File: config.mk
export PLATFORM = sky130hd
export DESIGN_NAME = ip_rx_sequencer
export DESIGN_NICKNAME = d
export VERILOG_FILES = /design/src/rtl/eth_pkg.sv /design/src/rtl/sat_counter.sv /design/src/rtl/ip_rx_sequencer.sv
export SDC_FILE = /design/constraint.sdc
export NUM_CORES = 1
export LEC_CHECK = 0
export CAP_MARGIN = 40
export CORE_MARGIN = 1
export CORE_UTILIZATION = 35
export CTS_BUF_LIST = sky130_fd_sc_hd__clkbuf_16
export DETAILED_ROUTE_END_ITERATION = 10
export PLACE_DENSITY_LB_ADDON = 0.12
export RECOVER_POWER = 50
export REMOVE_ABC_BUFFERS = 1
export SYNTH_ARGS = -nofsm -noshare
export SYNTH_HDL_FRONTEND = slang
export SYNTH_HIERARCHICAL = 1
export SYNTH_SLANG_ARGS = --single-unit
export TNS_END_PERCENT = 1
File: constraint.sdc
create_clock -name aclk -period 2.35 [get_ports aclk]
set_input_delay 0.3525 -clock aclk [delete_from_list [all_inputs] [get_ports aclk]]
set_output_delay 0.3525 -clock aclk [all_outputs]
set_load 0.02 [all_outputs]
File: src/rtl/eth_pkg.sv
// Shared definitions for the IP receive path: sequencer state encoding and header lengths.
// Header lengths are in bytes (one byte per data_valid cycle).
package eth_pkg;

  typedef enum logic [2:0] {
    S_IDLE    = 3'd0,
    S_ETH_HDR = 3'd1,
    S_IP_HDR  = 3'd2,
    S_IP_CHK  = 3'd3,
    S_UDP_HDR = 3'd4,
    S_PAYLOAD = 3'd5,
    S_DROP    = 3'd6
  } rx_state_e;

  localparam int ETH_HDR_LEN = 14;
  localparam int IP_HDR_LEN  = 20;
  localparam int UDP_HDR_LEN = 8;

  // Stages that wait on an external parser and are therefore watchdog-guarded.
  function automatic logic is_hdr_stage(rx_state_e s);
    return (s == S_ETH_HDR) || (s == S_IP_HDR) || (s == S_UDP_HDR);
  endfunction

endpackage

File: src/rtl/sat_counter.sv
// Saturating event counter: counts inc_i pulses, holds at all-ones.
module sat_counter #(
  parameter int W = 16
) (
  input  logic         clk_i,
  input  logic         rst_ni,
  input  logic         inc_i,
  output logic [W-1:0] cnt_o
);

  logic [W-1:0] cnt_q;

  always_ff @(posedge clk_i or negedge rst_ni) begin
    if (!rst_ni) begin
      cnt_q <= '0;
    end else if (inc_i && (cnt_q != '1)) begin
      cnt_q <= cnt_q + W'(1);
    end
  end

  assign cnt_o = cnt_q;

endmodule

File: src/rtl/ip_rx_sequencer.sv
// Frame sequencer for the Eth/IP/UDP receive path with per-stage watchdog and end-of-frame result pulses.
// Optional statistics counters are compiled in with IP_RX_SEQ_STATS_EN.
module ip_rx_sequencer
  import eth_pkg::*;
#(
  parameter int TIMEOUT_CYCLES = 64,
  parameter int CNT_W          = 16
) (
  input  logic             aclk,
  input  logic             aresetn,
  input  logic             data_valid,
  input  logic             eth_hdr_done,
  input  logic             eth_type_ip,
  input  logic             ip_header_done,
  input  logic             ip_header_valid,
  input  logic             udp_hdr_done,
  input  logic             udp_hdr_valid,
  output logic             ip_parse_en,
  output logic             udp_parse_en,
  output logic             payload_en,
  output logic             frame_accept,
  output logic             frame_drop
`ifdef IP_RX_SEQ_STATS_EN
  ,
  output logic [CNT_W-1:0] stat_rx,
  output logic [CNT_W-1:0] stat_acc,
  output logic [CNT_W-1:0] stat_drop,
  output logic [CNT_W-1:0] stat_tmo
`endif
);

  localparam int WD_W = ($clog2(TIMEOUT_CYCLES) > 8) ? $clog2(TIMEOUT_CYCLES) : 8;

  if (TIMEOUT_CYCLES < 2 || CNT_W < 1) begin : g_cfg_err
    $error("ip_rx_sequencer: TIMEOUT_CYCLES must be >= 2 and CNT_W >= 1");
  end

  rx_state_e       state_q, state_d;
  logic [WD_W-1:0] wdog_q, wdog_d;
  logic            dv_q;
  logic            dv_rise, dv_fall, wd_hit, tmo_evt;
  logic            accept_d, drop_d;
  logic            ip_en_q, udp_en_q, pay_en_q, accept_q, drop_q;

  assign dv_rise = data_valid & ~dv_q;
  assign dv_fall = ~data_valid & dv_q;
  assign wd_hit  = is_hdr_stage(state_q) && (wdog_q == WD_W'(TIMEOUT_CYCLES - 1));

  // Frame end outranks any done pulse in the same cycle; a done pulse outranks the watchdog.
  always_comb begin
    state_d  = state_q;
    accept_d = 1'b0;
    drop_d   = 1'b0;
    tmo_evt  = 1'b0;
    if (state_q == S_IDLE) begin
      if (dv_rise) state_d = S_ETH_HDR;
    end else if (dv_fall) begin
      state_d  = S_IDLE;
      accept_d = (state_q == S_PAYLOAD);
      drop_d   = (state_q != S_PAYLOAD);
    end else begin
      case (state_q)
        S_ETH_HDR: begin
          if (eth_hdr_done) state_d = eth_type_ip ? S_IP_HDR : S_DROP;
          else              tmo_evt = wd_hit;
        end
        S_IP_HDR: begin
          if (ip_header_done) state_d = S_IP_CHK;
          else                tmo_evt = wd_hit;
        end
        S_IP_CHK:  state_d = ip_header_valid ? S_UDP_HDR : S_DROP;
        S_UDP_HDR: begin
          if (udp_hdr_done) state_d = udp_hdr_valid ? S_PAYLOAD : S_DROP;
          else              tmo_evt = wd_hit;
        end
        default: ;
      endcase
      if (tmo_evt) state_d = S_DROP;
    end
  end

  always_comb begin
    wdog_d = '0;
    if (state_d == state_q && is_hdr_stage(state_q)) wdog_d = wdog_q + WD_W'(1);
  end

  // dv_q resets high so a frame already in flight at reset release is not mistaken for a new start.
  always_ff @(posedge aclk or negedge aresetn) begin
    if (!aresetn) begin
      state_q  <= S_IDLE;
      wdog_q   <= '0;
      dv_q     <= 1'b1;
      ip_en_q  <= 1'b0;
      udp_en_q <= 1'b0;
      pay_en_q <= 1'b0;
      accept_q <= 1'b0;
      drop_q   <= 1'b0;
    end else begin
      state_q  <= state_d;
      wdog_q   <= wdog_d;
      dv_q     <= data_valid;
      ip_en_q  <= (state_d == S_IP_HDR);
      udp_en_q <= (state_d == S_UDP_HDR);
      pay_en_q <= (state_d == S_PAYLOAD);
      accept_q <= accept_d;
      drop_q   <= drop_d;
    end
  end

  assign ip_parse_en  = ip_en_q;
  assign udp_parse_en = udp_en_q;
  assign payload_en   = pay_en_q;
  assign frame_accept = accept_q;
  assign frame_drop   = drop_q;

`ifdef IP_RX_SEQ_STATS_EN
  logic frame_start;
  assign frame_start = (state_q == S_IDLE) && dv_rise;

  sat_counter #(.W(CNT_W)) u_stat_rx   (.clk_i(aclk), .rst_ni(aresetn), .inc_i(frame_start), .cnt_o(stat_rx));
  sat_counter #(.W(CNT_W)) u_stat_acc  (.clk_i(aclk), .rst_ni(aresetn), .inc_i(accept_d),    .cnt_o(stat_acc));
  sat_counter #(.W(CNT_W)) u_stat_drop (.clk_i(aclk), .rst_ni(aresetn), .inc_i(drop_d),      .cnt_o(stat_drop));
  sat_counter #(.W(CNT_W)) u_stat_tmo  (.clk_i(aclk), .rst_ni(aresetn), .inc_i(tmo_evt),     .cnt_o(stat_tmo));
`endif

endmodule

==> qor.csv <==
stage,metric,value,unit
outcome,outcome,finished clean,
worst_setup_path,worstPathCellList,dlygate4sd3_1 -> nand2b_1 -> a2111oi_0 -> a221o_1 -> nand4_2 -> nor2_1,
floorplan,core,2570,µm²
clocking,hold_buffers,0,
yosys,synth_top_area_frac,0.405,
placed_design,postPlaceCellArea,1130,µm²
sta,post-route-period-util,0.848,
placed_design,dp_hpwl,1.44,mm
sta,worstMarginPinSlew,774,ps
layout,syn_to_final_growth,22.4,%
min_path,hold_class,reg2reg,
clocking,clkLatencyLatePin,250,ps
layout,final_nets,126,
grt,grt-ovfl-total,0,
yosys,synth_area_per_cell,9.79,µm²
clocking,cts_made_buffers,3,
worst_setup_path,arrival,2170,ps
yosys,synth-seq-cells,17,
grt,grt_pass1_wl,3.31,mm
min_path,min_path_cells,1,
layout,design_area,1210,µm²
grt,busiest_layer,met2,
worst_setup_path,critical_path_class,in2reg,
job,drv_cap,0,
worst_setup_path,r2r-end,wdog_q[4]$_DFF_PN0_,
worst_setup_path,cpPeakStageDelay,580,ps
clocking,post_cts_buffers,0,
worst_setup_path,crit_buf_inv,1,
sta,grt_setup_unrepaired,false,
layout,drive_gt1_frac,0.122,
yosys,yosysTopAreaCell,dfrtp_1,
placed_design,gp_congestion,0.771,
routing,detail-route-antenna-nets,0,
sta,max_freq,0.502,GHz
min_path,hold_start,wdog_q[0]$_DFF_PN0_,
yosys,ys_async_sr_fraction,1.00,
layout,num-fill-cells,250,
yosys,synth_flop_cell,dfrtp_1,
worst_setup_path,rrSetupSlack,380,ps
routing,via_count,807,
routing,via_per_inst,5.57,
floorplan,die_x,55.1,µm
layout,seq_area,427,µm²
layout,diodes,0,
pwr,power.leakage,0.519,nW
worst_setup_path,required,2520,ps
clocking,cts_buffer_depth,2,
yosys,yosys_warnings,6,
worst_setup_path,crit_fanout,8,
clocking,cts_resized,0,
clocking,cts_root_buf,clkbuf_16,
worst_setup_path,cp_top_family,simple AND/OR/NAND/NOR gates,
worst_setup_path,r2r_start,state_q[0]$_DFF_PN0_,
sta,setup_ws,357,ps
sta,finalMaxSlewViolations,0,
sta,min_period,1990,ps
min_path,hold_end,wdog_q[0]$_DFF_PN0_,
clocking,htreeDepth,1,
grt,grt_pass1_vias,706,
routing,dr.first_iter.drc_count,38,
grt,antenna_found_initial,0,
routing,wl_per_cell,14.0,µm
worst_setup_path,crit_path_end_kind,flip-flop,
clocking,numClockSinks,17,
sta,fin_skew,1.96,ps
worst_setup_path,r2r_cells,5,
sta,whs,528,ps
grt,grt_util_met3,0.0628,
clocking,clk_pin_slew,50,ps
grt,met1_usage,0.214,
routing,drc,0,
grt,grtUsageMet2,0.227,
pwr,powerDensity,1120,nW/µm²
yosys,synth_edf_count,0,
worst_setup_path,cpMaxStageDelayCell,dlygate4sd3_1,
floorplan,die_area,3040,µm²
grt,grt_max_degree,20,
layout,multi_input_area,509,µm²
routing,drt-total-wl,2.04,mm
clocking,cts_tree,done,
yosys,yosysSeqAreaShare,0.432,
routing,first_pass_iters,4,
layout,fin_cells,145,
sta,setup_violations,0,
yosys,yosys-top-cells-area,"dfrtp_1 41%, nor2_1 6.1%, xor2_1 5.3%",
floorplan,start_util,0.385,
placed_design,portBuffers,13,
floorplan,fp-row-count,18,
worst_setup_path,critPathLaunchType,input port,
yosys,syn-instance-count,101,
floorplan,die_h,55.1,µm
pwr,vdd.ir_drop.worst,784,µV
yosys,synth_cell_types,42,
placed_design,dp_cells,141,
yosys,synth_area,988,µm²
floorplan,io_pins,14,
sta,tns,0,ps
placed_design,dp_slack,193,ps
sta,slew_headroom,0.482,
grt,grtUsageTotal,0.159,
sta,hold_viol_final,0,
==> cell usage after synthesis, types with 2 or more instances <==
master	number
dfrtp_1	16
nor2_1	16
xor2_1	6
nand3_1	5
inv_1	4
a31oi_1	3
buf_2	3
nor2b_1	3
nor3_1	3
a211oi_1	2
a21oi_1	2
buf_6	2
nand2_1	2
nand2b_1	2
nand4_1	2
nor3b_1	2
o21ai_0	2
or4b_1	2
==> area by class of cell <==
class,instances,area share
tap,30,0.0310
timing repair buffer,15,0.117
sequential,17,0.353
clock inverter,1,0.00414
multi-input combinational,75,0.421
clock buffer,3,0.0620
inverter,4,0.0124
==> power by group <==
group | leakage (nW) | total [mW] | switching (mW) | internal (mW)
combinational | 0.248 | 0.550 | 0.298 | 0.252
clock | 0.0409 | 0.337 | 0.110 | 0.228
sequential | 0.230 | 0.472 | 0.119 | 0.353
total | 0.519 | 1.36 | 0.527 | 0.833
==> sequential cells by signal, summed over array words and instances (netlist names) <==
signal / flops
dv_q: 1
state_q: 3
frame_drop: 1
payload_en: 1
frame_accept: 1
ip_parse_en: 1
wdog_q: 8
udp_parse_en: 1
==> cell families after synthesis <==
logic type                 synth area share
xor gates and xnor gates             0.0620
adders and majority gates            0.0127
AOI/OAI and AO/OA                     0.133
buffers and inverters                0.0532
DFF                                   0.432
and+or+nand+nor                       0.308
==> how the worst max path moves through the flow <==
stage	start	to	slack [ps]	depth (start not counted)
after floorplan	wdog_q[0]$_DFF_PN0_	payload_en$_DFF_PN0_	590	6
after global placement	eth_hdr_done	wdog_q[7]$_DFF_PN0_	210	6
after detailed placement	eth_hdr_done	wdog_q[5]$_DFF_PN0_	190	6
after CTS	state_q[0]$_DFF_PN0_	wdog_q[4]$_DFF_PN0_	380	5
after global routing	data_valid	wdog_q[7]$_DFF_PN0_	170	6
final	data_valid	wdog_q[4]$_DFF_PN0_	360	6
==> per-stage QoR <==
step | util | power (mW)
floorplan | - | 0.833
global placement | 0.442 | 1.02
detailed placement | 0.442 | 1.02
CTS | 0.473 | 1.37
global route | 0.471 | 1.45
finish | 0.471 | 1.36
==> placed cells by master (no fill, tap or decap), types with 2 or more instances in the layout <==
cell	instances
nor2_1	16
dfrtp_1	16
clkdlybuf4s50_1	11
xor2_1	6
nand3_1	5
inv_1	4
a31oi_1	3
nor2b_1	3
nor3_1	3
clkbuf_16	3
or4b_1	2
nand4_1	2
nand2b_1	2
nor3b_1	2
a21oi_1	2
a211oi_1	2
o21ai_0	2
nand2_1	2
dlygate4sd3_1	2
==> per-layer routing <==
| layer | wire length (µm) | share of wire | vias to the layer above |
|---|---|---|---|
| met5 | 0 | 0 | - |
| met4 | 10 | 0.0049 | 0 |
| met3 | 101 | 0.050 | 2 |
| met2 | 938 | 0.46 | 21 |
| met1 | 987 | 0.48 | 393 |
| li1 | - | - | 391 |
Note: power is estimated with default switching activity, not from simulation.
